==> config.mk <==
export PLATFORM = sky130hd
export DESIGN_NAME = button_debouncer
export DESIGN_NICKNAME = d
export VERILOG_FILES = /design/src/rtl/button_debouncer.sv
export SDC_FILE = /design/constraint.sdc
export NUM_CORES = 1
export LEC_CHECK = 0
export BUFFER_PORTS_ARGS = -buffer_cell sky130_fd_sc_hd__buf_2
export CAP_MARGIN = 20
export CORE_ASPECT_RATIO = 1.25
export CORE_MARGIN = 5
export CORE_UTILIZATION = 45
export DETAILED_ROUTE_END_ITERATION = 10
export PLACE_DENSITY_LB_ADDON = 0.2
export SLEW_MARGIN = 20
export SYNTH_ARGS = -nofsm -noshare
export SYNTH_HDL_FRONTEND = slang
export SYNTH_SLANG_ARGS = --single-unit
==> constraint.sdc <==
create_clock -name clk -period 1.5 [get_ports clk]
set_input_delay 0.3 -clock clk [delete_from_list [all_inputs] [get_ports clk]]
set_output_delay 0.3 -clock clk [all_outputs]
set_load 0.05 [all_outputs]
==> src/rtl/button_debouncer.sv <==
// -----------------------------------------------------------------------------
// button_debouncer
//
// Multi-channel push-button conditioner for the vending machine front panel.
// Each channel synchronises its raw button input and rejects contact bounce.
// It then presents a clean debounced level and a single-clock press pulse to
// the vending FSM. Everything runs on the master clock. en_debounce (about
// 1 kHz) is only a sample strobe and is never used as a clock.
//
// Ports:
//   clk          master clock (100 MHz)
//   rst          asynchronous, active-high reset
//   en_debounce  one-clk sample strobe from the clock divider
//   btn_raw      asynchronous raw button inputs, active-high
//   btn_level    debounced level per channel
//   btn_pulse    one-clk press pulse per channel
//
// Optional build macro:
//   BTN_REPEAT_EN  a held button produces auto-repeat press pulses. The first
//                  repeat comes REPEAT_DELAY strobes after acceptance. Later
//                  repeats come every REPEAT_RATE strobes.
// -----------------------------------------------------------------------------
module button_debouncer #(
    parameter int NUM_BTN        = 4,
    parameter int STABLE_SAMPLES = 20,
    parameter int CNT_W          = 5,
    parameter int REPEAT_DELAY   = 500,
    parameter int REPEAT_RATE    = 100
) (
    input  logic               clk,
    input  logic               rst,
    input  logic               en_debounce,
    input  logic [NUM_BTN-1:0] btn_raw,
    output logic [NUM_BTN-1:0] btn_level,
    output logic [NUM_BTN-1:0] btn_pulse
);

    typedef enum logic [1:0] {
        IDLE_LOW  = 2'd0,
        ARM_HIGH  = 2'd1,
        HELD_HIGH = 2'd2,
        ARM_LOW   = 2'd3
    } state_t;

    localparam logic [CNT_W-1:0] CNT_LAST = CNT_W'(STABLE_SAMPLES - 1);

    // A parameter set outside the legal range would let the stability
    // counter wrap, so elaboration is refused.
    if (STABLE_SAMPLES < 2 || STABLE_SAMPLES > 31 || (2 ** CNT_W) <= STABLE_SAMPLES ||
        REPEAT_DELAY < 1 || REPEAT_RATE < 1) begin : g_bad_params
        $error("button_debouncer: illegal parameter set");
    end

`ifdef BTN_REPEAT_EN
    localparam int RPT_MAX = (REPEAT_DELAY > REPEAT_RATE) ? REPEAT_DELAY : REPEAT_RATE;
    localparam int RPT_W   = $clog2(RPT_MAX + 1);
`endif

    logic [NUM_BTN-1:0] sync_meta;
    logic [NUM_BTN-1:0] sync_s;

    // Two-flop synchroniser. It is clocked every cycle so that the sampled
    // value is settled by the time the next strobe arrives.
    always_ff @(posedge clk or posedge rst) begin
        if (rst) begin
            sync_meta <= '0;
            sync_s    <= '0;
        end else begin
            sync_meta <= btn_raw;
            sync_s    <= sync_meta;
        end
    end

    for (genvar g = 0; g < NUM_BTN; g++) begin : g_chan
        state_t           state_q, state_d;
        logic [CNT_W-1:0] cnt_q, cnt_d;
        logic             level_q, level_d;
        logic             pulse_q, pulse_d;
        logic             rpt_fire;

        // Channel state, stability counter and the registered outputs.
        always_ff @(posedge clk or posedge rst) begin
            if (rst) begin
                state_q <= IDLE_LOW;
                cnt_q   <= '0;
                level_q <= 1'b0;
                pulse_q <= 1'b0;
            end else begin
                state_q <= state_d;
                cnt_q   <= cnt_d;
                level_q <= level_d;
                pulse_q <= pulse_d;
            end
        end

        // Bounce filter. A new level is accepted only after STABLE_SAMPLES
        // consecutive strobes agree with it. A disagreeing sample sends the
        // channel back to its settled state.
        always_comb begin
            state_d = state_q;
            cnt_d   = cnt_q;
            if (en_debounce) begin
                case (state_q)
                    IDLE_LOW: begin
                        if (sync_s[g]) begin
                            state_d = ARM_HIGH;
                            cnt_d   = CNT_W'(1);
                        end
                    end
                    ARM_HIGH: begin
                        if (!sync_s[g]) begin
                            state_d = IDLE_LOW;
                            cnt_d   = '0;
                        end else if (cnt_q == CNT_LAST) begin
                            state_d = HELD_HIGH;
                            cnt_d   = '0;
                        end else begin
                            cnt_d = cnt_q + CNT_W'(1);
                        end
                    end
                    HELD_HIGH: begin
                        if (!sync_s[g]) begin
                            state_d = ARM_LOW;
                            cnt_d   = CNT_W'(1);
                        end
                    end
                    default: begin
                        if (sync_s[g]) begin
                            state_d = HELD_HIGH;
                            cnt_d   = '0;
                        end else if (cnt_q == CNT_LAST) begin
                            state_d = IDLE_LOW;
                            cnt_d   = '0;
                        end else begin
                            cnt_d = cnt_q + CNT_W'(1);
                        end
                    end
                endcase
            end
            // The level is registered from the next state, so it changes on
            // the same edge as the state. A pulse marks its rising edge.
            level_d = (state_d == HELD_HIGH) || (state_d == ARM_LOW);
            pulse_d = (level_d && !level_q) || rpt_fire;
        end

`ifdef BTN_REPEAT_EN
        logic [RPT_W-1:0] rpt_q, rpt_d;
        logic             rpt_first_q, rpt_first_d;

        // Auto-repeat timer. It counts only strobes on which the channel stays
        // in HELD_HIGH, so a release glitch through ARM_LOW freezes it rather
        // than clearing it.
        always_ff @(posedge clk or posedge rst) begin
            if (rst) begin
                rpt_q       <= '0;
                rpt_first_q <= 1'b0;
            end else begin
                rpt_q       <= rpt_d;
                rpt_first_q <= rpt_first_d;
            end
        end

        always_comb begin
            rpt_d       = rpt_q;
            rpt_first_d = rpt_first_q;
            rpt_fire    = 1'b0;
            if (en_debounce) begin
                if (state_q == ARM_HIGH && state_d == HELD_HIGH) begin
                    rpt_d       = '0;
                    rpt_first_d = 1'b0;
                end else if (state_q == HELD_HIGH && state_d == HELD_HIGH) begin
                    if ((!rpt_first_q && rpt_q == RPT_W'(REPEAT_DELAY - 1)) ||
                        ( rpt_first_q && rpt_q == RPT_W'(REPEAT_RATE - 1))) begin
                        rpt_fire    = 1'b1;
                        rpt_d       = '0;
                        rpt_first_d = 1'b1;
                    end else begin
                        rpt_d = rpt_q + RPT_W'(1);
                    end
                end
            end
        end
`else
        assign rpt_fire = 1'b0;
`endif

        assign btn_level[g] = level_q;
        assign btn_pulse[g] = pulse_q;
    end

endmodule
Yosys cells after proc, flatten, opt, wreduce, memory -nomap -nowiden. Index checks and enable logic that the tools add are counted.

Muxes and demuxes: 56. Add/subtract/negate cells: 4. Reduce and logical (&&, ||, !) cells: 20. Equal/unequal tests: 28.

Operator list (count): $mux 5 (20); $pmux 5 s3 (4); $mux 2 (28); $eq 2x2->1 const B (12); $pmux 2 s3 (4); $add 5x1->5 const B (4); $eq 5x5->1 const B (4); $ne 2x2->1 const B (8); $reduce_and 3->1 (4); $eq 2x1->1 const B (4); $logic_not 2->1 (4); $logic_and 1x1->1 (4); $logic_not 1->1 (4); $logic_or 1x1->1 (4).

Bits of input ports: 7. Bits in registers: 44. Output and inout bits: 8. Logic and storage cells: 126.

Longest topological paths before layout. Gate-level depths: netlist of the first run.

Depth in word-level cells: 8. Mapped depth: 5.

Least setup slack after synthesis of the first run. Ideal clock, no wire load.

Kind: register to register. Start: reg g_chan[3].cnt_q[0]. End: reg g_chan[3].pulse_q. Data arrival time: 1.341 ns. Clock period less this slack: 1.459 ns. Library setup time: 0.118 ns. Path slack: 0.041 ns. Cell stages (with the launch flop): 6. Cells stage by stage: dfrtp_1 > ha_1 > and4bb_1 > nand3_2 > mux2_4 > nor2b_4.

Word-level cells in the longest chain between the ends: 8. Elaborated cells on any way between the ends: 11. Classes of those cells: eq/ne (3); mux (6); reduce/logical (2).

Ends and longest elaborated chain: from (decl) (line 76) `logic [CNT_W-1:0] cnt_q, cnt_d;`; from (signal assigned) (line 90) `cnt_q <= cnt_d;`; $eq 5x5->1 * (line 114, 131); $mux 2, on equally long branches (line 131, 114); $mux 2, on equally long branches (line 128, 111); $pmux 2 s3 * (line 103) `case (state_q)`; $mux 2 * (line 102) `if (en_debounce) begin`; via g_chan[3].state_d[1] (line 75) `state_t state_q, state_d;`; $eq 2x2->1 (line 142) `level_d = (state_d == HELD_HIGH) || (state_d == ARM_LOW);`; $logic_or 1x1->1 * (line 142); $logic_and 1x1->1 * (line 143) `pulse_d = (level_d && !level_q) || rpt_fire;`; via g_chan[3].pulse_d (line 78) `logic pulse_q, pulse_d;`; to (signal assigned) (line 92) `pulse_q <= pulse_d;`; to (decl) (line 78).

The timed path passes the listed nets; every way through them passes the cells marked *. A chain may end at the register's enable or synchronous reset.

Worst setup path after layout of the first run.
Start: reg g_chan[0].cnt_q[1]. End: reg g_chan[0].pulse_q.

Word-level cells in the longest chain between the ends: 8. Elaborated cells on any way between the ends: 11. Classes of those cells: eq/ne (3); mux (6); reduce/logical (2).

Ends and longest elaborated chain (line): from (decl) (76); from (signal assigned) (90); $eq 5x5->1 * (114, 131); $mux 2, on equally long branches (131, 114); $mux 2, on equally long branches (128, 111); $pmux 2 s3 * (103); $mux 2 * (102); via g_chan[0].state_d[1] (75); $eq 2x2->1 (142); $logic_or 1x1->1 * (142); $logic_and 1x1->1 * (143); via g_chan[0].pulse_d (78); to (signal assigned) (92); to (decl) (78).

Marks and branches as above.

==> results by group, run 1 <==
Synth
  – Synth cell types: 34
  – Mean Syn Cell Area: 10.73 um^2
  – Sequential share of the synthesized area: 0.5317
  – Synth Instances: 193
  – EDFF count, synth: 0
  – FF+latch count, synth: 44
  – Synthesized Nets: 204
  – Yosys warnings: 0
  – Post-Synthesis Cell Area: 2071 um^2
  – Synth Flop Type: dfrtp_1
  – Async SR Flop Fraction: 1.000

Timing
  – Period Utilization, post-route: 1.001
  – Final WS setup: -0.001135 ns
  – FMAX: 666.2 MHz
  – Final hold vios: 0
  – # setup viols final: 1
  – Min Tclk post-route: 1.501 ns
  – Slew margin rel.: 0.6929
  – Hold slack: 0.01671 ns
  – RSZ-0062 raised after global routing: yes
  – Pin slew with the least headroom to its limit: 0.4602 ns
  – Slew Limit Fails: 0
  – Final setup TNS: -0.001135 ns
  – Clock skew: 0.005077 ns

Status
  – Status: finished with violations
  – Failing checks: setup timing

GRT
  – First-pass GRT wire length: 6.568 mm
  – Grt ovf: 0
  – Pin count of the biggest net entering global routing: 27
  – Vias in the first global route: 1496
  – Gr usage total: 0.1369
  – Initial antenna violation count: 0

Worst setup path
  – WP data required: 1.68 ns
  – Delay-heaviest family, CP: simple AND/OR/NAND/NOR gates
  – Worst Setup End Kind: register
  – CP arrival: 1.68 ns
  – Critical path class: reg -> reg
  – Critical path, cell by cell: ha_2 > and4bb_1 > nand3_2 > mux2_4 > nor2b_4
  – Setup crit start kind: register
  – Reg-to-reg slack, setup: -0.001 ns
  – Critical path buffers and inverters: 0
  – Max incr delay on CP: 0.38 ns
  – Slowest library cell on the worst path: dfrtp_1
  – Reg-to-Reg Start: g_chan[0].cnt_q[1]
  – Max FO, Critical Path: 3
  – Start point of the critical path: g_chan[0].cnt_q[1]

Clocking
  – CTS Sinks: 44
  – Clock root buffer master: clkbuf_8
  – Clock slew at reported path FFs: 0.08 ns
  – CTS Buf Count: 5
  – CTS Buffer Depth: 2
  – Skew-Pair Late Insertion Delay: 0.28 ns
  – Post-CTS Hold Buffers: 0
  – TritonCTS clock tree: yes
  – H-tree levels: 2

Detailed routing
  – Pre-Repair DR Iteration Count: 4
  – Drt first-iter violations: 58
  – Via count: 1496
  – Drt wl/cell: 13.29 um
  – Drt drc: 0
  – Final ANT Viol Nets: 0
  – Routed Wire Length: 3.800 mm
  – Vias per inst: 5.231

Finish
  – ANT cells: 0
  – Layout cells sized above 1: 0.2939
  – Most common cell after layout, fill and taps aside: dfrtp_1
  – Area of the multi-input gates: 902.1 um^2
  – Layout fillers: 393
  – Reg area: 1101 um^2
  – Commonest non-fill, non-tap cells in the layout: 44 x dfrtp_1, 23 x nand2_1, 23 x buf_4, 20 x o21ai_1, 14 x buf_2
  – Synth-to-Final Area Change: 21.45%
  – Total Nets Final: 238

Run
  – Max cap viols: 0

Power
  – LEAKAGE: 1.179 nW
  – Total chip power: 2.780 mW
  – PD cells: 1105 nW/um^2
  – VDD IR-drop max: 0.7914 mV

Floorplan
  – Core area: 4425 um^2
  – Boundary pin count: 15
  – Die extent in y: 85.84 um
  – Initial Utilization: 0.4679
  – Die area: 6067 um^2
  – Die width: 70.68 um
  – Num rows: 27

Placed design
  – HPWL Detailed: 2.664 mm
  – GP Congestion: 0.7445
  – PortBufs: 14

Worst hold path
  – Worst hold path class: in -> async
[per-layer routing]
| layer | global-route usage | share of wire | up-vias |
|---|---|---|---|
| met4 | 0.05128 | 0.013 | 0 |
| li1 | - | - | 739 |
| met2 | 0.2300 | 0.52 | 26 |
| met5 | 0 | 0 | - |
| met3 | 0.04220 | 0.046 | 6 |
| met1 | 0.1652 | 0.42 | 725 |
[per-stage QoR]
| step | utilization | area [um^2] | instances | setup WS (ns) |
|---|---|---|---|---|
| 6_report | 0.5683 | 2515 | 286 | -0.001135 |
| 5_1_grt | 0.5683 | 2515 | 286 | -0.04091 |
| 4_1_cts | 0.5471 | 2421 | 278 | 0.001764 |
| 3_5_place_dp | 0.5154 | 2281 | 269 | -0.02317 |
| 3_3_place_gp | 0.5154 | 2281 | 269 | 0.03052 |
| 2_1_floorplan | - | 2071 | 193 | 0.04069 |
[cell families (layout without fill, tap and decap cells)]
logic type,Yosys count,after routing,share of synthesized area
adders and majority gates,4,4,0.02417
muxes,9,9,0.05438
and+or+nand+nor,68,68,0.2036
AOI/OAI and AO/OA,44,44,0.1172
xor gates and xnor gates,4,4,0.01692
buffers and inverters,20,55,0.05197
DFF,44,44,0.5317
[Yosys cell counts, types with 2 or more instances]
library cell | number | share of area
xor2_1 | 4 | 0.017
buf_4 | 8 | 0.029
ha_1 | 4 | 0.024
o21ai_1 | 20 | 0.048
mux2_4 | 3 | 0.022
nand2_1 | 23 | 0.042
clkbuf_1 | 2 | 0.0036
nor2b_4 | 3 | 0.020
nor2b_1 | 5 | 0.015
inv_1 | 8 | 0.015
a21oi_1 | 13 | 0.031
nor3b_1 | 8 | 0.029
a31oi_1 | 4 | 0.012
nand3b_1 | 2 | 0.0072
or2_1 | 3 | 0.0091
nand4_1 | 3 | 0.0091
mux2_1 | 5 | 0.027
buf_2 | 2 | 0.0048
nand3_2 | 3 | 0.015
and4bb_1 | 3 | 0.018
dfrtp_1 | 44 | 0.53
nand3_1 | 11 | 0.027
[state kept, by name, indices dropped and copies added (netlist names)]
signal,cells
g_chan.state_q,8
g_chan.cnt_q,20
g_chan.pulse_q,4
sync_s,4
sync_meta,4
g_chan.level_q,4
[path summary, 6_finish.rpt]
path / to / cells after the start
min: g_chan[0].pulse_q / 2
max: g_chan[0].pulse_q / 5
min reg2reg: sync_s[1] / 0
max reg2reg: g_chan[0].pulse_q / 5
max in group asynchronous: g_chan[3].cnt_q[4] / 3
min in group clk: sync_meta[2] / 1
[cell type report]
type / instances / area share
Multi-Input combinational cell: 129 / 0.3587
Clock buffer: 7 / 0.03831
Sequential cell: 44 / 0.4378
Inverter: 8 / 0.01194
Clock inverter: 1 / 0.01194
Timing Repair Buffer: 39 / 0.1124
Tap cell: 58 / 0.02886
[repair_timing]
item	4_1_cts	5_1_grt
setup buffers	1	8
endpoints found under the setup margin	2	11
resized for setup	3	10
cloned	0	0
pin swaps	1	4
[worst register-to-register path, stage by stage, from the launching register on]
cell	delay (ns)
dfrtp_1	0.38
ha_2	0.20
and4bb_1	0.25
nand3_2	0.11
mux2_4	0.32
nor2b_4	0.12
[power breakdown]
group / total, mW / switching, mW / internal (mW)
logic: 0.464 / 0.230 / 0.234
registers: 1.35 / 0.0774 / 1.28
clock network: 0.963 / 0.376 / 0.587
Note: power is estimated with default switching activity, not from simulation.
==> run 2, diff against run 1 <==
--- a/config.mk
+++ b/config.mk
@@ -11,7 +11,6 @@
 export CORE_MARGIN = 5
 export CORE_UTILIZATION = 45
 export DETAILED_ROUTE_END_ITERATION = 10
-export PLACE_DENSITY_LB_ADDON = 0.2
 export SLEW_MARGIN = 20
 export SYNTH_ARGS = -nofsm -noshare
 export SYNTH_HDL_FRONTEND = slang
==> results by group, run 2 (same netlist as run 1, synthesis figures left out) <==
Finish
  – Reg area: 1101 um^2
  – Commonest non-fill, non-tap cells in the layout: 44 x dfrtp_1, 23 x nand2_1, 22 x buf_4, 20 x o21ai_1, 14 x buf_2
  – Layout cells sized above 1: 0.2711
  – Fin cells: 283
  – Layout fillers: 400
  – Synth-to-Final Area Change: 18.61%
  – Max reg flops: 20
  – Regs by FF count: g_chan.cnt_q: 20 flops, g_chan.state_q: 8 flops
  – Final core occ: 0.5550
  – Most common cell after layout, fill and taps aside: dfrtp_1
  – ANT cells: 0
  – Total Nets Final: 235
  – Area of the multi-input gates: 909.6 um^2
  – Biggest register: g_chan.cnt_q

Timing
  – Final WS setup: 0.02225 ns
  – FMAX: 676.7 MHz
  – RSZ-0062 raised after global routing: yes
  – Period Utilization, post-route: 0.9852
  – Slew Limit Fails: 0
  – Clock skew: 0.003500 ns
  – Min Tclk post-route: 1.478 ns
  – Final hold vios: 0
  – Slew margin rel.: 0.7104
  – # setup viols final: 0
  – Pin slew with the least headroom to its limit: 0.4329 ns
  – Hold slack: 0.002836 ns

Clocking
  – CTS Buffer Depth: 2
  – Clock root buffer master: clkbuf_8
  – H-tree levels: 2
  – TritonCTS clock tree: yes
  – Skew-Pair Late Insertion Delay: 0.29 ns
  – CTS Sinks: 44
  – CTS Buf Count: 5
  – Post-CTS Hold Buffers: 0
  – Clock slew at reported path FFs: 0.08 ns

Placed design
  – HPWL Detailed: 2.639 mm
  – PortBufs: 14
  – GP Congestion: 0.8643
  – Placed cells: 269
  – Pre-CTS WS: -0.05880 ns

Detailed routing
  – Drt wl/cell: 12.97 um
  – Max layer used: met4
  – Routed Wire Length: 3.670 mm
  – Wire length on met2: 1.821 mm
  – Final ANT Viol Nets: 0
  – Drt first-iter violations: 96
  – DRT met1 WL: 1.665 mm
  – Vias per inst: 5.155
  – Pre-Repair DR Iteration Count: 5
  – Drt drc: 0
  – Met3 WL: 138 um
  – Via count: 1459

GRT
  – Initial antenna violation count: 0
  – Gr usage total: 0.1354
  – Vias in the first global route: 1490
  – Grt ovf: 0
  – Pin count of the biggest net entering global routing: 34
  – First-pass GRT wire length: 6.548 mm

Floorplan
  – Die extent in y: 85.84 um
  – Die area: 6067 um^2
  – Core area: 4425 um^2
  – Num rows: 27
  – Die width: 70.68 um
  – Initial Utilization: 0.4679
  – Boundary pin count: 15

Worst setup path
  – Start point of the critical path: g_chan[2].cnt_q[1]
  – CP arrival: 1.66 ns
  – Critical path buffers and inverters: 0
  – Reg-to-Reg Start: g_chan[2].cnt_q[1]
  – WP data required: 1.68 ns
  – Max FO, Critical Path: 3
  – Slowest library cell on the worst path: dfrtp_1
  – Max incr delay on CP: 0.38 ns
  – Critical path class: reg -> reg
  – Delay-heaviest family, CP: simple AND/OR/NAND/NOR gates
  – Worst Setup End Kind: register
  – Critical path, cell by cell: ha_2 > and4bb_1 > nand3_2 > mux2_4 > nor2b_4
  – Setup crit start kind: register

Status
  – Status: finished clean

Run
  – Max cap viols: 0

Power
  – Total chip power: 2.668 mW
  – VDD IR-drop max: 0.8005 mV
  – PD cells: 1086 nW/um^2
  – LEAKAGE: 1.150 nW

Worst hold path
  – Worst hold path class: in -> async
run 2: final cells by class:
type,instances,share of cell area
flip-flops and latches,44,0.4483
multi-input cells,129,0.3704
repair buffers,36,0.09577
clock buffers,6,0.02955
well taps,58,0.02955
clock inverters,2,0.01426
inverters,8,0.01223
run 2: power by group:
group,internal (mW),switching (mW),total [mW]
Combinational,0.222,0.225,0.446
Sequential,1.28,0.0813,1.36
Clock,0.494,0.372,0.866
Total,1.99,0.677,2.67
run 2: final timing paths:
| kind | to | slack [ns] | depth (start not counted) |
|---|---|---|---|
| max | g_chan[2].pulse_q | 0.02 | 5 |
| min | g_chan[1].state_q[0] | 0.003 | 3 |
| max reg2reg | g_chan[2].pulse_q | 0.02 | 5 |
| min reg2reg | sync_s[2] | 0.35 | 0 |
| max in group asynchronous | g_chan[2].cnt_q[2] | 1.10 | 3 |
| min in group clk | sync_meta[3] | 0.12 | 1 |
run 2: layer usage:
metal / vias to the layer above / track usage
li1: 732 / -
met1: 694 / 0.1605
met2: 29 / 0.2266
met3: 4 / 0.03869
met4: 0 / 0.06325
met5: - / 0
run 2: what timing repair did:
action	4_1_cts	5_1_grt
buffers inserted	2	4
pin swaps	2	1
setup endpoints to repair	5	8
gates resized for setup	5	5
run 2: tightest hold or removal path: cells and delay by family:
family | cells | cell delay [ns]
buf+inv | 3 | 0.34
run 2: metrics by stage:
stage,cell area (um^2),setup TNS (ns)
floorplan,2071,0
global placement,2256,0
detailed placement,2256,-0.06480
CTS,2399,0
global route,2456,-0.07174
finish,2456,0
